### config.mk
export PLATFORM = sky130hd
export DESIGN_NAME = fetch_unit_flat
export DESIGN_NICKNAME = d
export VERILOG_FILES = /design/src/rtl/fetch_unit_pkg.sv /design/src/rtl/fetch_unit_if.sv /design/src/rtl/fetch_unit_pc_next.sv /design/src/rtl/fetch_unit.sv /design/src/flat_wrapper.sv
export SDC_FILE = /design/constraint.sdc
export NUM_CORES = 1
export LEC_CHECK = 0
export ABC_AREA = 1
export ABC_CLOCK_PERIOD_IN_PS = 6660
export CORE_MARGIN = 2
export CORE_UTILIZATION = 30
export CTS_BUF_LIST = sky130_fd_sc_hd__clkbuf_8
export DETAILED_ROUTE_END_ITERATION = 10
export PLACE_DENSITY_LB_ADDON = 0.1
export SLEW_MARGIN = 30
export SYNTH_ARGS = -nofsm -noshare
export SYNTH_HDL_FRONTEND = slang
export SYNTH_HIERARCHICAL = 1
export SYNTH_SLANG_ARGS = --single-unit
### constraint.sdc
create_clock -name CLK -period 6.66 [get_ports CLK]
set_clock_uncertainty 0.15 [all_clocks]
set_input_delay 1.332 -clock CLK [delete_from_list [all_inputs] [get_ports CLK]]
set_output_delay 1.332 -clock CLK [all_outputs]
set_load 0.01 [all_outputs]
### src/rtl/fetch_unit_pkg.sv
// Shared definitions for the fetch stage: FSM encodings, reset PC default
// and the opcode constants the control unit also decodes.
package fetch_unit_pkg;

  typedef enum logic [1:0] {
    ST_IDLE = 2'd0,
    ST_REQ  = 2'd1,
    ST_HOLD = 2'd2
  } state_e;

  localparam logic [31:0] RESET_PC_DEFAULT = 32'h0000_0000;

  localparam logic [5:0] OP_J   = 6'b000010;
  localparam logic [5:0] OP_BEQ = 6'b000100;

  // Instruction fetches are word-sized, so the two low address bits are
  // always forced to zero regardless of what arithmetic produced them.
  function automatic logic [31:0] word_align(input logic [31:0] addr);
    return {addr[31:2], 2'b00};
  endfunction

  function automatic logic is_jump_op(input logic [5:0] opcode);
    return opcode == OP_J;
  endfunction

  function automatic logic is_beq_op(input logic [5:0] opcode);
    return opcode == OP_BEQ;
  endfunction

endpackage

### src/rtl/fetch_unit_if.sv
// Instruction-memory read port: single request/ack handshake with data
// returned in the ack cycle.
interface fetch_unit_if;
  logic        IMemReq;
  logic [31:0] IMemAddr;
  logic        IMemAck;
  logic [31:0] IMemRdata;

  modport master (
    output IMemReq,
    output IMemAddr,
    input  IMemAck,
    input  IMemRdata
  );

  modport slave (
    input  IMemReq,
    input  IMemAddr,
    output IMemAck,
    output IMemRdata
  );
endinterface

### src/rtl/fetch_unit_pc_next.sv
// Purely combinational next-PC selection: jump, taken branch or fall-through.
module pc_next (
  input  logic [31:0] pc_i,
  input  logic [25:0] jump_index_i,
  input  logic        jump_i,
  input  logic        pcsrc_i,
  input  logic [31:0] sign_imm_i,
  output logic [31:0] pc_plus4_o,
  output logic [31:0] pc_next_o
);

  logic [31:0] branch_target;
  logic [31:0] jump_target;

  assign pc_plus4_o    = pc_i + 32'd4;
  // Offset is in words; the shift drops its top two bits and the sum wraps.
  assign branch_target = pc_plus4_o + (sign_imm_i << 2);
  assign jump_target   = {pc_plus4_o[31:28], jump_index_i, 2'b00};

  // Jump wins over a taken branch when both are flagged.
  always_comb begin
    pc_next_o = pc_plus4_o;
    if (jump_i) begin
      pc_next_o = jump_target;
    end else if (pcsrc_i) begin
      pc_next_o = branch_target;
    end
  end

endmodule

### src/rtl/fetch_unit.sv
// Fetch stage: requests one instruction word at PC, holds it for decode
// until it is consumed, then advances PC by fall-through, branch or jump.
module fetch_unit
  import fetch_unit_pkg::*;
#(
  parameter logic [31:0] RESET_PC = RESET_PC_DEFAULT
) (
  input  logic         CLK,
  input  logic         RST,
  fetch_unit_if.master imem,
  input  logic         Stall,
  input  logic         Jump,
  input  logic         PCSrc,
  input  logic [31:0]  SignImm,
  output logic [31:0]  Instr,
  output logic         InstrValid,
  output logic [31:0]  PC,
  output logic [31:0]  PCPlus4
);

  state_e      state_q, state_d;
  logic [31:0] pc_q, pc_d;
  logic [31:0] instr_q, instr_d;
  logic        valid_q, valid_d;
  logic [31:0] pc_plus4;
  logic [31:0] pc_target;

  pc_next u_pc_next (
    .pc_i         (pc_q),
    .jump_index_i (instr_q[25:0]),
    .jump_i       (Jump),
    .pcsrc_i      (PCSrc),
    .sign_imm_i   (SignImm),
    .pc_plus4_o   (pc_plus4),
    .pc_next_o    (pc_target)
  );

  // The request address is the PC itself, so it is stable for the whole
  // REQ phase no matter how long the ack takes.
  assign imem.IMemAddr = pc_q;

  assign Instr      = instr_q;
  assign InstrValid = valid_q;
  assign PC         = pc_q;
  assign PCPlus4    = pc_plus4;

  // Next-state and request decode; ack is only honoured while in REQ.
  always_comb begin
    state_d      = state_q;
    pc_d         = pc_q;
    instr_d      = instr_q;
    valid_d      = valid_q;
    imem.IMemReq = 1'b0;
    case (state_q)
      ST_IDLE: begin
        state_d = ST_REQ;
      end
      ST_REQ: begin
        imem.IMemReq = 1'b1;
        if (imem.IMemAck) begin
          instr_d = imem.IMemRdata;
          valid_d = 1'b1;
          state_d = ST_HOLD;
        end
      end
      ST_HOLD: begin
        if (!Stall) begin
          pc_d    = word_align(pc_target);
          valid_d = 1'b0;
          state_d = ST_REQ;
        end
      end
      default: begin
        state_d = ST_IDLE;
      end
    endcase
  end

  // State registers; reset abandons any outstanding request.
  always_ff @(posedge CLK) begin
    if (RST) begin
      state_q <= ST_IDLE;
      pc_q    <= word_align(RESET_PC);
      instr_q <= 32'h0000_0000;
      valid_q <= 1'b0;
    end else begin
      state_q <= state_d;
      pc_q    <= pc_d;
      instr_q <= instr_d;
      valid_q <= valid_d;
    end
  end

endmodule

### src/flat_wrapper.sv
// flat-port wrapper written by rule: the top's interface ports become plain ports
module fetch_unit_flat import fetch_unit_pkg::*;
#(
  parameter logic [31:0] RESET_PC = RESET_PC_DEFAULT
)
  (CLK, RST, Stall, Jump, PCSrc, SignImm, Instr, InstrValid, PC, PCPlus4, imem_IMemReq, imem_IMemAddr, imem_IMemAck, imem_IMemRdata);
  fetch_unit_if imem_i ();
  input  logic CLK;
  input  logic RST;
  input  logic Stall;
  input  logic Jump;
  input  logic PCSrc;
  input  logic [31:0] SignImm;
  output logic [31:0] Instr;
  output logic InstrValid;
  output logic [31:0] PC;
  output logic [31:0] PCPlus4;
  output wire logic [$bits(imem_i.IMemReq)-1:0] imem_IMemReq;
  output wire logic [$bits(imem_i.IMemAddr)-1:0] imem_IMemAddr;
  input wire logic [$bits(imem_i.IMemAck)-1:0] imem_IMemAck;
  input wire logic [$bits(imem_i.IMemRdata)-1:0] imem_IMemRdata;
  assign imem_IMemReq = imem_i.IMemReq;
  assign imem_IMemAddr = imem_i.IMemAddr;
  assign imem_i.IMemAck = imem_IMemAck;
  assign imem_i.IMemRdata = imem_IMemRdata;
  fetch_unit #(.RESET_PC(RESET_PC)) u_core (.CLK(CLK), .RST(RST), .imem(imem_i), .Stall(Stall), .Jump(Jump), .PCSrc(PCSrc), .SignImm(SignImm), .Instr(Instr), .InstrValid(InstrValid), .PC(PC), .PCPlus4(PCPlus4));
endmodule
# Word-level counts from Yosys, hierarchy flattened
# Cells that the tools add are included.
[classes]
add_sub_neg = 2
n_eq_ne = 4
n_mux = 9
n_bitwise = 1
reduce_logical = 6
[op_table]
columns = ["operator", "n"]
rows = [
  ["$mux W32", 2],
  ["$add A32 B3 Y32 const B", 1],
  ["$add A32 B32 Y32", 1],
  ["$pmux W2 S3", 1],
  ["$reduce_and A2 Y1", 3],
  ["$mux W2", 2],
  ["$ne A2 B2 Y1 const B", 2],
  ["$mux W1", 3],
  ["$reduce_and A3 Y1", 1],
  ["$eq A2 B1 Y1 const B", 1],
  ["$eq A2 B2 Y1 const B", 1],
  ["$logic_not A2 Y1", 1],
  ["$pmux W1 S2", 1],
  ["$reduce_bool A2 Y1", 1],
  ["$not A1 Y1", 1],
]
[totals]
ff_bits = 65
inputBits = 70
out_inout_bits = 130
wordCells = 26

# Depth between registers and ports, before layout
[logic_depth]
depth_word = 4
ltp_mapped = 25
depth_no_buf = 25

# Modules after synthesis
# The synthesis kept the hierarchy.
[by_module_without_submodules]
columns = ["mod", "n_inst", "cells_each", "area_per_inst_um2", "seq_area_each_um2"]
rows = [
  ["pc_next", 1, 808, 3812.4, 0.0],
  ["fetch_unit", 1, 443, 2922.8, 1301.2],
]

# Worst setup path after synthesis
# OpenSTA, ideal clock, no wires.
[synth_path]
path_kind = "input-to-reg"
start = "input port SignImm[0]"
end = "register u_core.pc_q[22] (netlist: u_core/PC[22])"
setup_ns = 0.113
arrival_ns = 2.875
t_required_ns = 6.397
path_slack_ns = 3.522
path_stages = 16
n_path_buf = 0
cell_sequence = "ha_1 > fa_1 > nand2_1 > nand3_1 > nand3_1 > nand2_1 > nand2_1 > nand2_1 > nand2_1 > nand2_1 > nand2_1 > nand3_1 > nand2_1 > nand2_1 > nor2_1 > nor2_1"
[synth_via]
elab_chain_cells = 3
[synth_rtl]
columns = ["item", "line", "text"]
rows = [
  ["start: declaration", "flat_wrapper.sv:13", "input logic [31:0] SignImm;"],
  ["$add A32 B32 Y32", "fetch_unit_pc_next.sv:17", "assign branch_target = pc_plus4_o + (sign_imm_i << 2);"],
  ["$mux W32", "fetch_unit_pc_next.sv:25", "end else if (pcsrc_i) begin"],
  ["$mux W32", "fetch_unit_pc_next.sv:23", "if (jump_i) begin"],
  ["named net u_core.pc_target[22]", "fetch_unit.sv:26", "logic [31:0] pc_target;"],
  ["end signal: assignment", "fetch_unit.sv:83", "pc_q <= word_align(RESET_PC);"],
  ["end signal: assignment", "fetch_unit.sv:88", "pc_q <= pc_d;"],
  ["end: declaration", "fetch_unit.sv:22", "logic [31:0] pc_q, pc_d;"],
]
# The timed path passes the listed nets, and every way through them passes these cells.
# A chain may end at the register's enable or synchronous reset.

# Final worst setup path
[layout_path]
start = "register u_core.pc_q[2] (netlist: u_core/PC[2])"
end = "output port PCPlus4[30]"
[layout_via]
elab_chain_cells = 1
[layout_rtl]
columns = ["item", "line", "text"]
rows = [
  ["$add A32 B3 Y32", "fetch_unit_pc_next.sv:15", "assign pc_plus4_o = pc_i + 32'd4;"],
  ["end: declaration", "flat_wrapper.sv:17", "output logic [31:0] PCPlus4;"],
]
# Every way passes these cells.

==> flow_metrics.tcl <==
set metrics [dict create \
    outcome "finished, final reports clean" \
    cts_made_buffers 9 \
    cts.clk_slew.worst_paths_ns 0.07 \
    num-fill-cells 2478 \
    grt_max_degree 67 \
    final_hold_viol_count 0 \
    firstDrtPassIters 5 \
    die_h_um 154 \
    maxCapViolCount 0 \
    holdBufCountCts 0 \
    yosysWarnings 6 \
    antenna_found_initial 0 \
    start_util_pct 30.7 \
    cts-root-buf "clkbuf_8" \
    finalSetupViolCount 0 \
    tightestPinTransition_ns 0.906 \
    die_area_um2 23600 \
    drive_gt1_share_pct 3.37 \
    fmax_mhz 235 \
    max_slew_margin_pct 39.4 \
    finalNonFillerCells 1676 \
    cts_setup_buffers 0 \
    crit_path_start_kind "flop" \
    clockBufferDepth 2 \
    gp_congestion 0.876 \
    endpoint_kind "primary output" \
    rr_startpoint "u_core/PC[2]" \
    ir_drop_mv 0.0867 \
    numPlacedInstances 1661 \
    avgSynthCellArea_um2 5.39 \
    routed_wl_um 23700 \
    cts_tree "yes" \
    drt_iter0_markers 400 \
    synth_area_um2 6720 \
    drv_slew 0 \
    cts_resized 0 \
    cts-htree-levels 3 \
    dp_hpwl_um 19200 \
    post_drt_wl_per_cell_um 14.1 \
    p_leak_nw 4.69 \
    required_ns 5.18 \
    io_buffer_count 191 \
    antenna_cells 0 \
    fin_crit_sh_pct 64.0 \
    cp_data_arrival_time_ns 2.78 \
    layout_min_cycle_time_ns 4.26 \
    synth_cells 1247 \
    hold_class "flop to flop" \
    powerDensity_nw_per_um2 127 \
    grt_pass1_wl_um 37200 \
    crit_type "flop to primary output" \
    via_per_inst 4.41 \
    num_vias 7390 \
    drc 0 \
    floorplan.rows 54 \
    grt_use_total_pct 19.6 \
    hp-start "u_core/InstrValid" \
    ant_nets 0 \
    nets 1499 \
    finalPower_mw 1.12 \
    pin_count 200 \
    clk_latency_ns 0.34 \
    syn2layout_area_growth_pct 30.8 \
    cp-startpoint "u_core/PC[2]" \
    fin_setup_tns_ns 0 \
    core_area_um2 21900 \
    crit_fanout 8 \
    cts_num_sinks 65 \
    rsz0062_at_grt "no" \
    holdWs_ns 0.329 \
    grt_pass1_vias 6938 \
    overflow 0 \
    die_w_um 154 \
]
==> per-layer routing <==
layer / global-route usage (%) / wire [µm] / vias up
met5: 0 / 0 / -
met4: 4.67 / 426 / 0
met3: 3.35 / 1300 / 21
met2: 31.1 / 10300 / 180
met1: 27.7 / 11700 / 3211
li1: - / - / 3978
==> worst max-delay path: stages, from the launching register on <==
cell and delay [ns]:
dfxtp_1 0.54, ha_1 0.31, nand2_1 0.11, nor2_2 0.26
nand3_1 0.21, nor3_2 0.21, xnor2_1 0.15, clkinv_1 0.15
clkdlybuf4s50_1 0.51
==> stage by stage <==
stage,utilization [%],setup WS (ns),area [µm²]
after floorplan,-,3.52,6740
after detailed placement,39.3,2.10,8600
final,40.2,2.40,8790
after CTS,40.2,2.35,8790
after global placement,39.3,2.16,8600
after global routing,40.2,2.21,8790
==> state kept, by name, indices dropped and copies added (netlist names) <==
register           count
u_core/state_q         2
u_core/Instr          32
u_core/InstrValid      1
u_core/PC             30
==> report_power, final <==
part / internal (mW) / total (mW) / switching (mW)
clock: 0.189 / 0.341 / 0.152
combinational: 0.157 / 0.345 / 0.189
sequential: 0.410 / 0.434 / 0.0242
==> cells in the final DEF, fill, tap and decap left out, drive strengths merged <==
master           n
nor2           209
a21oi           37
conb             6
o21a             1
a21o             2
nor4             1
clkbuf          11
bufinv           1
dfxtp           65
nand2          474
o311ai           1
o21bai           6
or2              3
nand3           66
xnor2            8
ha              36
fa               1
clkinv           3
nand4            9
nor3            11
nand3b           3
o221ai           1
and2             3
clkdlybuf4s50  191
xor2            13
buf              3
inv            210
o211ai           2
o21ai           19
==> layout make-up <==
type	count	area, µm²	share of cell area (%)
sequential	65	1300	14.8
tap	280	350	3.99
multi-input combinational	912	4220	48.0
clock buffer	11	151	1.72
inverter	210	788	8.97
timing repair buffer	194	1930	22.0
clock inverter	4	43.8	0.498
==> worst paths after layout <==
path | endpoint | slack (ns) | cells after the start
setup / recovery | PCPlus4[30] | 2.40 | 8
hold / removal | u_core/InstrValid | 0.33 | 2
setup reg to reg | u_core/PC[23] | 2.75 | 21
hold reg to reg | u_core/InstrValid | 0.33 | 2
Note: power is estimated with default switching activity, not from simulation.
